$ cat src/rtl/gen_scheduler_if.sv
// Control bundle between the generation scheduler and its neighbours
// (user interface, renderer, life logic, double buffer).
interface gen_scheduler_if #(
  parameter int unsigned SPEED_W = 4,
  parameter int unsigned GEN_W   = 16
);
  // Towards the scheduler
  logic [SPEED_W-1:0] speed_in;
  logic               pause_in;
  logic               step_in;
  logic               render_done_in;
  logic               logic_done_in;
  logic               buf_ready_in;
  // From the scheduler
  logic               logic_start_out;
  logic               buf_swap_out;
  logic               busy_out;
  logic [GEN_W-1:0]   gen_count_out;
  logic               error_out;

  // Environment side: drives the requests and completions, observes the controls
  modport master (
    output speed_in, pause_in, step_in, render_done_in, logic_done_in, buf_ready_in,
    input  logic_start_out, buf_swap_out, busy_out, gen_count_out, error_out
  );

  // Scheduler side
  modport slave (
    input  speed_in, pause_in, step_in, render_done_in, logic_done_in, buf_ready_in,
    output logic_start_out, buf_swap_out, busy_out, gen_count_out, error_out
  );
endinterface

$ cat src/rtl/gen_scheduler.sv
// Generation scheduler: paces life_logic generations against renderer frames,
// gates buffer swaps on frame boundaries, supports pause/single-step and
// aborts a generation whose compute phase exceeds the watchdog limit.
module gen_scheduler #(
  parameter int unsigned SPEED_W   = 4,
  parameter int unsigned GEN_W     = 16,
  parameter int unsigned TIMEOUT_W = 24
) (
  input  logic              clk_in,
  input  logic              rst_in,
  gen_scheduler_if.slave    bus
);

  typedef enum logic [2:0] {
    StIdle,
    StStart,
    StCompute,
    StWaitSwap,
    StSwap
  } state_e;

  // 2^SPEED_W, one bit wider than the speed field so the period never wraps
  localparam logic [SPEED_W:0] FullCount = {1'b1, {SPEED_W{1'b0}}};
  // Watchdog fires when the count is about to reach all-ones, which makes
  // error_out rise 2^TIMEOUT_W - 1 cycles after COMPUTE entry.
  localparam logic [TIMEOUT_W-1:0] WdLast = {{(TIMEOUT_W-1){1'b1}}, 1'b0};

  state_e               state_q, state_d;
  logic [SPEED_W-1:0]   frame_cnt_q, frame_cnt_d;
  logic [TIMEOUT_W-1:0] wd_cnt_q, wd_cnt_d;
  logic                 step_pending_q, step_pending_d;
  logic [GEN_W-1:0]     gen_cnt_q, gen_cnt_d;
  logic                 error_q, error_d;

  logic [SPEED_W:0]     period;
  logic [SPEED_W:0]     frame_next;
  logic                 frame_tick;
  logic                 period_met;

  // Frame pacing decode: a frame counts only when auto-advance is enabled
  always_comb begin
    period     = FullCount - {1'b0, bus.speed_in};
    frame_next = {1'b0, frame_cnt_q} + {{SPEED_W{1'b0}}, 1'b1};
    frame_tick = bus.render_done_in && !bus.pause_in && (bus.speed_in != '0);
    period_met = (frame_next >= period);
  end

  // State register
  always_ff @(posedge clk_in or posedge rst_in) begin
    if (rst_in) begin
      state_q <= StIdle;
    end else begin
      state_q <= state_d;
    end
  end

  // Datapath registers: frame pacing, watchdog, pending step, counters
  always_ff @(posedge clk_in or posedge rst_in) begin
    if (rst_in) begin
      frame_cnt_q    <= '0;
      wd_cnt_q       <= '0;
      step_pending_q <= 1'b0;
      gen_cnt_q      <= '0;
      error_q        <= 1'b0;
    end else begin
      frame_cnt_q    <= frame_cnt_d;
      wd_cnt_q       <= wd_cnt_d;
      step_pending_q <= step_pending_d;
      gen_cnt_q      <= gen_cnt_d;
      error_q        <= error_d;
    end
  end

  // Next-state and datapath update
  always_comb begin
    state_d        = state_q;
    frame_cnt_d    = frame_cnt_q;
    wd_cnt_d       = wd_cnt_q;
    step_pending_d = step_pending_q;
    gen_cnt_d      = gen_cnt_q;
    error_d        = error_q;

    // A step arriving while busy is remembered; repeats collapse into one
    if (bus.step_in && (state_q != StIdle)) begin
      step_pending_d = 1'b1;
    end

    unique case (state_q)
      StIdle: begin
        // Explicit steps launch regardless of pause or speed
        if (step_pending_q || bus.step_in) begin
          state_d        = StStart;
          step_pending_d = 1'b0;
        end else if (frame_tick) begin
          if (period_met) begin
            state_d = StStart;
          end else begin
            frame_cnt_d = frame_next[SPEED_W-1:0];
          end
        end
      end

      StStart: begin
        state_d  = StCompute;
        wd_cnt_d = '0;
      end

      StCompute: begin
        if (bus.logic_done_in) begin
          state_d = StWaitSwap;
        end else begin
          wd_cnt_d = wd_cnt_q + {{(TIMEOUT_W-1){1'b0}}, 1'b1};
          // Abandon the generation: no swap, no count, restart frame pacing
          if (wd_cnt_q == WdLast) begin
            error_d     = 1'b1;
            state_d     = StIdle;
            frame_cnt_d = '0;
          end
        end
      end

      StWaitSwap: begin
        // Swap only on a frame boundary with the buffer ready; otherwise
        // the frame is skipped and the next one is awaited
        if (bus.render_done_in && bus.buf_ready_in) begin
          state_d = StSwap;
        end
      end

      StSwap: begin
        state_d     = StIdle;
        gen_cnt_d   = gen_cnt_q + {{(GEN_W-1){1'b0}}, 1'b1};
        frame_cnt_d = '0;
      end

      default: begin
        state_d = StIdle;
      end
    endcase
  end

  // Outputs decoded from registered state only
  always_comb begin
    bus.logic_start_out = (state_q == StStart);
    bus.buf_swap_out    = (state_q == StSwap);
    bus.busy_out        = (state_q != StIdle);
    bus.gen_count_out   = gen_cnt_q;
    bus.error_out       = error_q;
  end

endmodule

$ cat src/flat_wrapper.sv
// flat-port wrapper written by rule: the top's interface ports become plain ports
module gen_scheduler_flat 
#(
  parameter int unsigned SPEED_W   = 4,
  parameter int unsigned GEN_W     = 16,
  parameter int unsigned TIMEOUT_W = 24
)
  (clk_in, rst_in, bus_speed_in, bus_pause_in, bus_step_in, bus_render_done_in, bus_logic_done_in, bus_buf_ready_in, bus_logic_start_out, bus_buf_swap_out, bus_busy_out, bus_gen_count_out, bus_error_out);
  gen_scheduler_if #(.SPEED_W(SPEED_W), .GEN_W(GEN_W)) bus_i ();
  input  logic clk_in;
  input  logic rst_in;
  input wire logic [$bits(bus_i.speed_in)-1:0] bus_speed_in;
  input wire logic [$bits(bus_i.pause_in)-1:0] bus_pause_in;
  input wire logic [$bits(bus_i.step_in)-1:0] bus_step_in;
  input wire logic [$bits(bus_i.render_done_in)-1:0] bus_render_done_in;
  input wire logic [$bits(bus_i.logic_done_in)-1:0] bus_logic_done_in;
  input wire logic [$bits(bus_i.buf_ready_in)-1:0] bus_buf_ready_in;
  output wire logic [$bits(bus_i.logic_start_out)-1:0] bus_logic_start_out;
  output wire logic [$bits(bus_i.buf_swap_out)-1:0] bus_buf_swap_out;
  output wire logic [$bits(bus_i.busy_out)-1:0] bus_busy_out;
  output wire logic [$bits(bus_i.gen_count_out)-1:0] bus_gen_count_out;
  output wire logic [$bits(bus_i.error_out)-1:0] bus_error_out;
  assign bus_i.speed_in = bus_speed_in;
  assign bus_i.pause_in = bus_pause_in;
  assign bus_i.step_in = bus_step_in;
  assign bus_i.render_done_in = bus_render_done_in;
  assign bus_i.logic_done_in = bus_logic_done_in;
  assign bus_i.buf_ready_in = bus_buf_ready_in;
  assign bus_logic_start_out = bus_i.logic_start_out;
  assign bus_buf_swap_out = bus_i.buf_swap_out;
  assign bus_busy_out = bus_i.busy_out;
  assign bus_gen_count_out = bus_i.gen_count_out;
  assign bus_error_out = bus_i.error_out;
  gen_scheduler #(.SPEED_W(SPEED_W), .GEN_W(GEN_W), .TIMEOUT_W(TIMEOUT_W)) u_core (.clk_in(clk_in), .rst_in(rst_in), .bus(bus_i));
endmodule
$ cat config.mk
export PLATFORM = sky130hd
export DESIGN_NAME = gen_scheduler_flat
export DESIGN_NICKNAME = d
export VERILOG_FILES = /design/src/rtl/gen_scheduler_if.sv /design/src/rtl/gen_scheduler.sv /design/src/flat_wrapper.sv
export SDC_FILE = /design/constraint.sdc
export NUM_CORES = 1
export LEC_CHECK = 0
export ABC_CLOCK_PERIOD_IN_PS = 5300
export BUFFER_PORTS_ARGS = -buffer_cell sky130_fd_sc_hd__buf_4
export CAP_MARGIN = 20
export CORE_ASPECT_RATIO = 1.75
export CORE_MARGIN = 4
export CORE_UTILIZATION = 45
export CTS_BUF_LIST = sky130_fd_sc_hd__clkbuf_4 sky130_fd_sc_hd__clkbuf_8
export CTS_CLUSTER_DIAMETER = 120
export DETAILED_ROUTE_END_ITERATION = 12
export PLACE_DENSITY = 0.65
export SYNTH_ARGS = -nofsm -noshare
export SYNTH_HDL_FRONTEND = slang
export SYNTH_SLANG_ARGS = --single-unit
$ cat constraint.sdc
create_clock -name clk_in -period 5.3 [get_ports clk_in]
set_clock_uncertainty 0.2 [all_clocks]
set_input_delay 1.06 -clock clk_in [delete_from_list [all_inputs] [get_ports clk_in]]
set_output_delay 1.06 -clock clk_in [all_outputs]
set_load 0.03 [all_outputs]
==> results.toml, run 1 <==
[grt]
grt_first_pass_wirelength_um = 8670
globalRouteTotalUtil_pct = 15.8
maximum_number_of_pins_on_one_net_before_global_route_repair = 50
grt_pass1_vias = 1879
globalRoute.totalOverflow = 0
antenna_found_initial = 0

[placement]
count_of_port_buffers_added_during_placement = 30
place_hpwl_um = 3610
gpl.final_weighted_congestion = 0.780

[routing]
detail_route.iter0.violations = 47
routedWlPerCell_um = 13.1
drc = 0
wl_um = 4920
vias = 1935
drt_first_pass_iters = 4
route.antenna.remaining_nets = 0
vias_per_cell = 5.17

[clock_tree]
cts.sinks = 49
postCtsSetupRepairBufs = 0
insertion_delay_to_the_later_sink_of_the_worst_skew_pair_ns = 0.30
h-tree-depth = 2
tritoncts = "done"
cts_buffer_depth = 2
cts_repair_resize_count = 0
clock_tree.root_cell = "clkbuf_8"
cts_inserted_buffers = 5
clkTransAtPathRegs_ns = 0.08
cts_hold_repair.buffers = 0

[sta]
worst_slew_margin_rel_pct = 59.7
hold_viol_final = 0
maxSlewViolCount = 0
max_freq_ghz = 0.303
finalCritPeriodShare_pct = 62.2
finalSetupViolCount = 0
setup-tns-final_ns = 0
worstMarginPinSlew_ns = 0.598
rsz_0062_raised_after_global_routing = "no"
post-route-min-period_ns = 3.30

[synth]
ys.warnings.count = 0
predominant_post_synthesis_flop_cell = "dfrtp_1"
postSynth.asyncResetShare_pct = 100
synth-compound-area-share_pct = 6.03
synth-simple-area-share_pct = 24.3
yosys.area_share.adder_pct = 4.87
yosys.area.top_type = "dfrtp_1"
yosysMostFrequentCell = "dfrtp_1"
post_synth_num_cell_types = 35
seq_area_frac_synth_pct = 47.7
synth_xor_xnor_area_share_pct = 13.3
post_synth_inst_count = 264
netlist_top_cells_area = "dfrtp_1 (48%), xor2_1 (6.8%), xnor2_1 (6.5%)"
dominant_combinational_cell_family_by_area_after_synthesis = "simple AND/OR/NAND/NOR gates"
synth.ff_latch_count = 49
synth_area_per_cell_um2 = 9.74
synthDominantCellAreaShare_pct = 47.7
yosys-top-cells-count = "dfrtp_1 (49), nor2_1 (39), nand2_1 (23)"
syn-num-nets = 285
synth-edff-count = 0
mux_cell_area_share_after_synthesis_pct = 1.22
synth_area_um2 = 2570

[floorplanning]
die-height_um = 108
number_of_primary_i_o_pins = 31
placementRows = 36
floorplan.core_area_um2 = 5540
die_x_um = 65.1
fp.dieArea_um2 = 7030
initial_core_util_pct = 46.4

[run]
maxCapViolCount = 0

[setup_path]
timing.critical_path.from_type = "input pin"
r2r_slack_ns = 2.44
crit_type = "in -> reg"
crit_chain = "buf_4, inv_1, ha_1, or3b_2, ha_1, nand3_1, o21ai_0, nor2_1, o21ai_0, mux2i_1"
timing.critical_path.fanout_max = 4
worst_setup_path_endpoint = "u_core.frame_cnt_q[3]"
startpoint = "bus_speed_in[0]"
critical_path_max_stage_delay_ns = 0.50
reg2reg_to = "u_core.frame_cnt_q[3]"
arrival_time_worst_endpoint_ns = 3.33
crit_path_end_kind = "register"
crit_slowest_cell = "o21ai_0"
regToRegStartpoint = "u_core.frame_cnt_q[0]"
cp_data_required_time_ns = 5.33
r2r_cells = 9

[power]
leakage_nw = 1.42
worst_ir_drop_vdd_uv = 239
power_density_nw_per_um2 = 331

[layout]
diodes = 0
finish.net_count = 318
layout.filler_cells = 523
layout-drive-gt1-share_pct = 17.1
final_core_util_pct = 53.9
flow.area_growth_from_synthesis_pct = 16.2

[status]
run_status = "finished clean"

[worst_hold_path]
hold_path_class = "reg -> reg"
## flip-flops by register name, indices dropped and copies added, names as in the netlist
signal                    cells
u_core.bus.error_out          1
u_core.bus.gen_count_out     16
u_core.frame_cnt_q            4
u_core.state_q                3
u_core.step_pending_q         1
u_core.wd_cnt_q              24
## where the power goes
group | switching, mW | leakage (nW) | internal, mW
combinational | 0.168 | 0.701 | 0.113
sequential | 0.0582 | 0.665 | 0.410
clock | 0.121 | 0.0542 | 0.118
total | 0.347 | 1.42 | 0.641
## worst min path at each step
stage	from	endpoint	slack [ns]	cells past startpoint
after floorplan	u_core.step_pending_q	u_core.step_pending_q	0.28	2
after global placement	u_core.bus.error_out	u_core.bus.error_out	0.25	1
after detailed placement	u_core.bus.error_out	u_core.bus.error_out	0.25	1
after CTS	u_core.bus.error_out	u_core.bus.error_out	0.28	1
after global routing	u_core.bus.error_out	u_core.bus.error_out	0.30	1
final	u_core.bus.error_out	u_core.bus.error_out	0.27	1
## layout by cell type (no fill, tap or decap), drive strengths merged, types with 3 or more instances in the layout
master   n
a21oi    8
and3     7
and4     3
buf     32
clkbuf   7
dfrtp   49
ha      10
inv      9
nand2   23
nand2b   5
nand3   18
nand4   10
nor2    41
nor3     8
o21ai    7
xnor2   19
xor2    20
## logic make-up after synthesis
family          after synthesis
compound gates               22
xor+xnor                     39
fa+ha+maj                    10
buf+inv                      15
flops                        49
mux                           3
simple gates                126
## stage by stage
step / power, mW / setup WS, ns / instances / hold slack (ns) / area (um^2)
after floorplan: 0.679 / 2.03 / 264 / 0.276 / 2570
after global placement: 0.759 / 1.71 / 365 / 0.252 / 2870
after detailed placement: 0.762 / 1.67 / 365 / 0.254 / 2870
after CTS: 1.00 / 2.00 / 373 / 0.279 / 2970
after global routing: 1.07 / 1.78 / 374 / 0.297 / 2990
final: 0.988 / 2.00 / 374 / 0.269 / 2990
## final cells by class
type | count | area (um^2) | area share (%)
timing repair buffer | 32 | 253 | 8.46
clock inverter | 1 | 5.00 | 0.168
sequential | 49 | 1230 | 41.1
clock buffer | 7 | 96.3 | 3.23
tap | 76 | 95.1 | 3.18
inverter | 9 | 33.8 | 1.13
multi-input combinational | 200 | 1280 | 42.8
## critical path, delay by kind of cell
| kind | cells | cell delay [ns] |
|---|---|---|
| compound gates | 2 | 0.77 |
| simple gates | 3 | 0.62 |
| fa+ha+maj | 2 | 0.47 |
| mux | 1 | 0.24 |
| buf+inv | 2 | 0.17 |
## metal layers
metal  part of all wire [%]  global-route usage (%)  vias to the layer above
li1                       -                       -                      958
met2                     52                    27.4                       33
met4                    2.4                    6.82                        0
met5                      0                       0                        -
met1                     42                    18.6                      937
met3                    3.7                    3.43                        7
(Power assumes the default switching activity.)
==> run 2, diff against run 1 <==
--- a/config.mk
+++ b/config.mk
@@ -5,7 +5,7 @@
 export SDC_FILE = /design/constraint.sdc
 export NUM_CORES = 1
 export LEC_CHECK = 0
-export ABC_CLOCK_PERIOD_IN_PS = 5300
+export ABC_CLOCK_PERIOD_IN_PS = 3250
 export BUFFER_PORTS_ARGS = -buffer_cell sky130_fd_sc_hd__buf_4
 export CAP_MARGIN = 20
 export CORE_ASPECT_RATIO = 1.75
==> constraint.sdc (replaced) <==
create_clock -name clk_in -period 3.25 [get_ports clk_in]
set_clock_uncertainty 0.2 [all_clocks]
set_input_delay 0.65 -clock clk_in [delete_from_list [all_inputs] [get_ports clk_in]]
set_output_delay 0.65 -clock clk_in [all_outputs]
set_load 0.03 [all_outputs]
==> results.toml, run 2 (synthesis results as in run 1) <==
[routing]
vias = 1959
detail_route.iter0.violations = 88
wl_um = 4970
drt_first_pass_iters = 5
vias_per_cell = 5.22
routedWlPerCell_um = 13.3
drc = 0
route.antenna.remaining_nets = 0

[layout]
most_common_library_cell_in_the_layout_ignoring_fill_and_taps = "dfrtp_1"
layout-drive-gt1-share_pct = 17.4
largest_register_ffs = 24
finish.net_count = 319
flow.area_growth_from_synthesis_pct = 15.4
layout.cells.most_common_list = "dfrtp_1 (49), nor2_1 (39), buf_4 (33)"
top_register = "u_core.wd_cnt_q"
layout.filler_cells = 538
diodes = 0
layout.cell_area.non_filler_um2 = 2970
stdcell_count = 375

[clock_tree]
cts_repair_resize_count = 0
cts_buffer_depth = 2
tritoncts = "done"
insertion_delay_to_the_later_sink_of_the_worst_skew_pair_ns = 0.30
cts_hold_repair.buffers = 0
clkTransAtPathRegs_ns = 0.09
cts_inserted_buffers = 5
cts.sinks = 49
clock_tree.root_cell = "clkbuf_8"
h-tree-depth = 2
postCtsSetupRepairBufs = 0

[sta]
maxSlewViolCount = 0
setup-tns-final_ns = 0
worstMarginPinSlew_ns = 0.634
rsz_0062_raised_after_global_routing = "no"
finalHoldWorstSlack_ns = 0.0364
finalSetupViolCount = 0
finalCritPeriodShare_pct = 85.4
max_freq_ghz = 0.360
hold_viol_final = 0
post-route-min-period_ns = 2.77
worst_slew_margin_rel_pct = 57.4

[setup_path]
timing.critical_path.fanout_max = 5
crit_path_end_kind = "register"
cp_data_required_time_ns = 3.25
crit_chain = "ha_1, nor2b_1, or2_2, ha_1, a21o_1, a21oi_1, o21ai_0, nor2_1, o21ai_0, buf_4, a31o_2"
timing.critical_path.from_type = "register"
critical_path_max_stage_delay_ns = 0.45
crit_slowest_cell = "dfrtp_1"
critical_path.n_buffers_inverters = 1
crit_type = "reg -> reg"
arrival_time_worst_endpoint_ns = 2.77
critical_path.top_delay_family = "compound AO/OA/AOI/OAI gates"

[placement]
postPlaceCellArea_um2 = 2880
place_hpwl_um = 3700
gpl.final_weighted_congestion = 0.856
count_of_port_buffers_added_during_placement = 30
number_of_cells_after_detailed_placement = 367

[floorplanning]
die_x_um = 65.1
initial_core_util_pct = 46.4
die-height_um = 108
placementRows = 36
fp.dieArea_um2 = 7030
number_of_primary_i_o_pins = 31
floorplan.core_area_um2 = 5540

[worst_hold_path]
hold_path_class = "in -> async"

[grt]
maximum_number_of_pins_on_one_net_before_global_route_repair = 42
globalRoute.totalOverflow = 0
antenna_found_initial = 0
globalRouteTotalUtil_pct = 16.0
grt_first_pass_wirelength_um = 8960
grt_pass1_vias = 1975

[power]
leakage_nw = 1.41
worst_ir_drop_vdd_uv = 473
p_total_mw = 1.59
power_density_nw_per_um2 = 537

[run]
maxCapViolCount = 0

[status]
run_status = "finished clean"
-- run 2: changes by cell type in the layout (fill, tap and decap cells not counted) --
cell,previous run,this run
clkinv_2,1,2
buf_12,1,0
buf_4,31,33
clkbuf_8,7,5
clkbuf_4,0,1
-- run 2: worst paths after layout --
path / startpoint / endpoint / slack [ns] / depth (start not counted)
max: u_core.frame_cnt_q[0] / u_core.frame_cnt_q[0] / 0.48 / 11
min: rst_in / u_core.bus.gen_count_out[4] / 0.04 / 2
max reg2reg: u_core.frame_cnt_q[0] / u_core.frame_cnt_q[0] / 0.48 / 11
min reg2reg: u_core.bus.error_out / u_core.bus.error_out / 0.27 / 1
max in group asynchronous: rst_in / u_core.wd_cnt_q[19] / 2.05 / 3
min in group clk_in: u_core.bus.error_out / u_core.bus.error_out / 0.27 / 1
-- run 2: through the flow --
stage / utilization (%) / worst slack [ns]
floorplan: - / 0.392
global placement: 52.0 / 0.294
detailed placement: 52.0 / 0.232
CTS: 53.5 / 0.495
global route: 53.5 / 0.329
finish: 53.5 / 0.476
-- run 2: layout make-up --
| cell class | count | area, um^2 | area share (%) |
|---|---|---|---|
| clock buffers | 6 | 76.3 | 2.57 |
| multi-input cells | 200 | 1280 | 43.1 |
| flip-flops and latches | 49 | 1230 | 41.3 |
| well taps | 76 | 95.1 | 3.21 |
| clock inverters | 2 | 10.0 | 0.337 |
| repair buffers | 33 | 248 | 8.35 |
| inverters | 9 | 33.8 | 1.14 |
-- run 2: layer usage --
layer	share of wire (%)	vias up	GRT usage [%]
met3	2.9	10	2.18
met5	0	-	0
li1	-	959	-
met2	51	33	26.7
met4	2.6	0	7.27
met1	43	957	20.4
-- run 2: power by group --
group	internal, mW	total [mW]	switching (mW)
registers	0.669	0.764	0.0945
logic	0.185	0.472	0.288
clock network	0.158	0.357	0.199
total	1.01	1.59	0.581
==> run 3, diff against run 2 <==
--- a/config.mk
+++ b/config.mk
@@ -6,7 +6,7 @@
 export NUM_CORES = 1
 export LEC_CHECK = 0
 export ABC_CLOCK_PERIOD_IN_PS = 3250
-export BUFFER_PORTS_ARGS = -buffer_cell sky130_fd_sc_hd__buf_4
+export BUFFER_PORTS_ARGS = -buffer_cell sky130_fd_sc_hd__buf_2
 export CAP_MARGIN = 20
 export CORE_ASPECT_RATIO = 1.75
 export CORE_MARGIN = 4
==> results.toml, run 3 (synthesis results as in run 1) <==
[sta]
maxSlewViolCount = 0
rsz_0062_raised_after_global_routing = "no"
finalCritPeriodShare_pct = 83.5
worst_slew_margin_rel_pct = 51.5
final_critical_path_setup_slack_ns = 0.535
hold_viol_final = 0
post-route-min-period_ns = 2.72
finalSetupViolCount = 0
max_freq_ghz = 0.368
worstMarginPinSlew_ns = 0.726
setup-tns-final_ns = 0

[grt]
maximum_number_of_pins_on_one_net_before_global_route_repair = 36
globalRoute.totalOverflow = 0
grt_first_pass_wirelength_um = 8910
grt_pass1_vias = 1974
antenna_found_initial = 0
globalRouteTotalUtil_pct = 15.9

[routing]
wl_met2_um = 2550
drc = 0
detail_route.wirelength.met1_um = 2110
met3WireLength_um = 160
vias = 1954
route.antenna.remaining_nets = 0
vias_per_cell = 5.20
detail_route.iter0.violations = 78
wl_um = 4920
drt_first_pass_iters = 4
routedWlPerCell_um = 13.1
routed.top_layer = "met4"

[clock_tree]
postCtsSetupRepairBufs = 0
cts_inserted_buffers = 5
cts_repair_resize_count = 0
cts_buffer_depth = 2
tritoncts = "done"
clock_tree.root_cell = "clkbuf_8"
cts_hold_repair.buffers = 0
cts.sinks = 49
h-tree-depth = 2
insertion_delay_to_the_later_sink_of_the_worst_skew_pair_ns = 0.29
clkTransAtPathRegs_ns = 0.09

[run]
maxCapViolCount = 0

[floorplanning]
floorplan.core_area_um2 = 5540
placementRows = 36
fp.dieArea_um2 = 7030
die-height_um = 108
initial_core_util_pct = 46.4
die_x_um = 65.1
number_of_primary_i_o_pins = 31

[placement]
dp_worst_slack_ns = 0.225
count_of_port_buffers_added_during_placement = 30
gpl.final_weighted_congestion = 0.837
place_hpwl_um = 3680

[layout]
layout.filler_cells = 524
flow.area_growth_from_synthesis_pct = 14.1
top_register = "u_core.wd_cnt_q"
diodes = 0
finish.net_count = 320
most_common_library_cell_in_the_layout_ignoring_fill_and_taps = "dfrtp_1"
layout-drive-gt1-share_pct = 17.7
largest_register_ffs = 24
layout.cells.most_common_list = "dfrtp_1 (49), nor2_1 (39), buf_2 (30)"

[power]
power_density_nw_per_um2 = 571
leakage_nw = 1.42
worst_ir_drop_vdd_uv = 436

[setup_path]
crit_path_end_kind = "register"
timing.critical_path.from_type = "register"
arrival_time_worst_endpoint_ns = 2.71
timing.critical_path.fanout_max = 5
cp_data_required_time_ns = 3.24
crit_type = "reg -> reg"

[status]
run_status = "finished clean"

[worst_hold_path]
hold_path_class = "in -> async"
[run 3: path summary, 6_finish.rpt]
check | slack, ns | depth (start not counted) | from | endpoint
worst max register to register | 0.53 | 11 | u_core.frame_cnt_q[0] | u_core.frame_cnt_q[0]
max in group asynchronous | 1.98 | 3 | rst_in | u_core.bus.gen_count_out[0]
min in group clk_in | 0.27 | 1 | u_core.bus.error_out | u_core.bus.error_out
worst max-delay path | 0.53 | 11 | u_core.frame_cnt_q[0] | u_core.frame_cnt_q[0]
worst min register to register | 0.27 | 1 | u_core.bus.error_out | u_core.bus.error_out
worst min-delay path | 0.27 | 2 | rst_in | u_core.bus.gen_count_out[12]
[run 3: area by class of cell]
cell class                      instances  area (um^2)  area share, %
Clock buffer                            7         90.1           3.07
Clock inverter                          1         30.0           1.02
Inverter                                9         33.8           1.15
Multi-Input combinational cell        200         1280           43.6
Sequential cell                        49         1230           41.8
Tap cell                               76         95.1           3.24
Timing Repair Buffer                   34          180           6.14
[run 3: metrics by stage]
step                      instances  hold WS, ns  utilization (%)  total power, mW  instance area (um^2)
final                           376        0.267             52.9             1.67                  2930
after CTS                       376        0.272             52.9             1.69                  2930
after global placement          368        0.249             50.8             1.22                  2810
after floorplan                 264        0.276                -             1.11                  2570
after detailed placement        368        0.248             50.8             1.23                  2810
after global routing            376        0.317             52.9             1.79                  2930
[run 3: report_power, final]
| group | leakage (nW) | internal (mW) | total (mW) | switching (mW) |
|---|---|---|---|---|
| registers | 0.665 | 0.669 | 0.766 | 0.0967 |
| clock network | 0.0619 | 0.259 | 0.456 | 0.197 |
| logic | 0.696 | 0.168 | 0.451 | 0.283 |
[run 3: critical path, stage by stage (launching register included)]
cell     delay, ns
dfrtp_1       0.44
ha_1          0.24
nor2b_1       0.15
or2_2         0.31
ha_1          0.20
a21o_1        0.17
a21oi_1       0.13
o21ai_0       0.15
nor2_1        0.15
o21ai_0       0.10
buf_4         0.17
a31o_2        0.22
[run 3: metal layers]
layer	global-route usage [%]	vias to the layer above
met5	0	-
met4	6.23	0
met3	1.98	9
met2	27.9	41
met1	19.5	942
li1	-	962
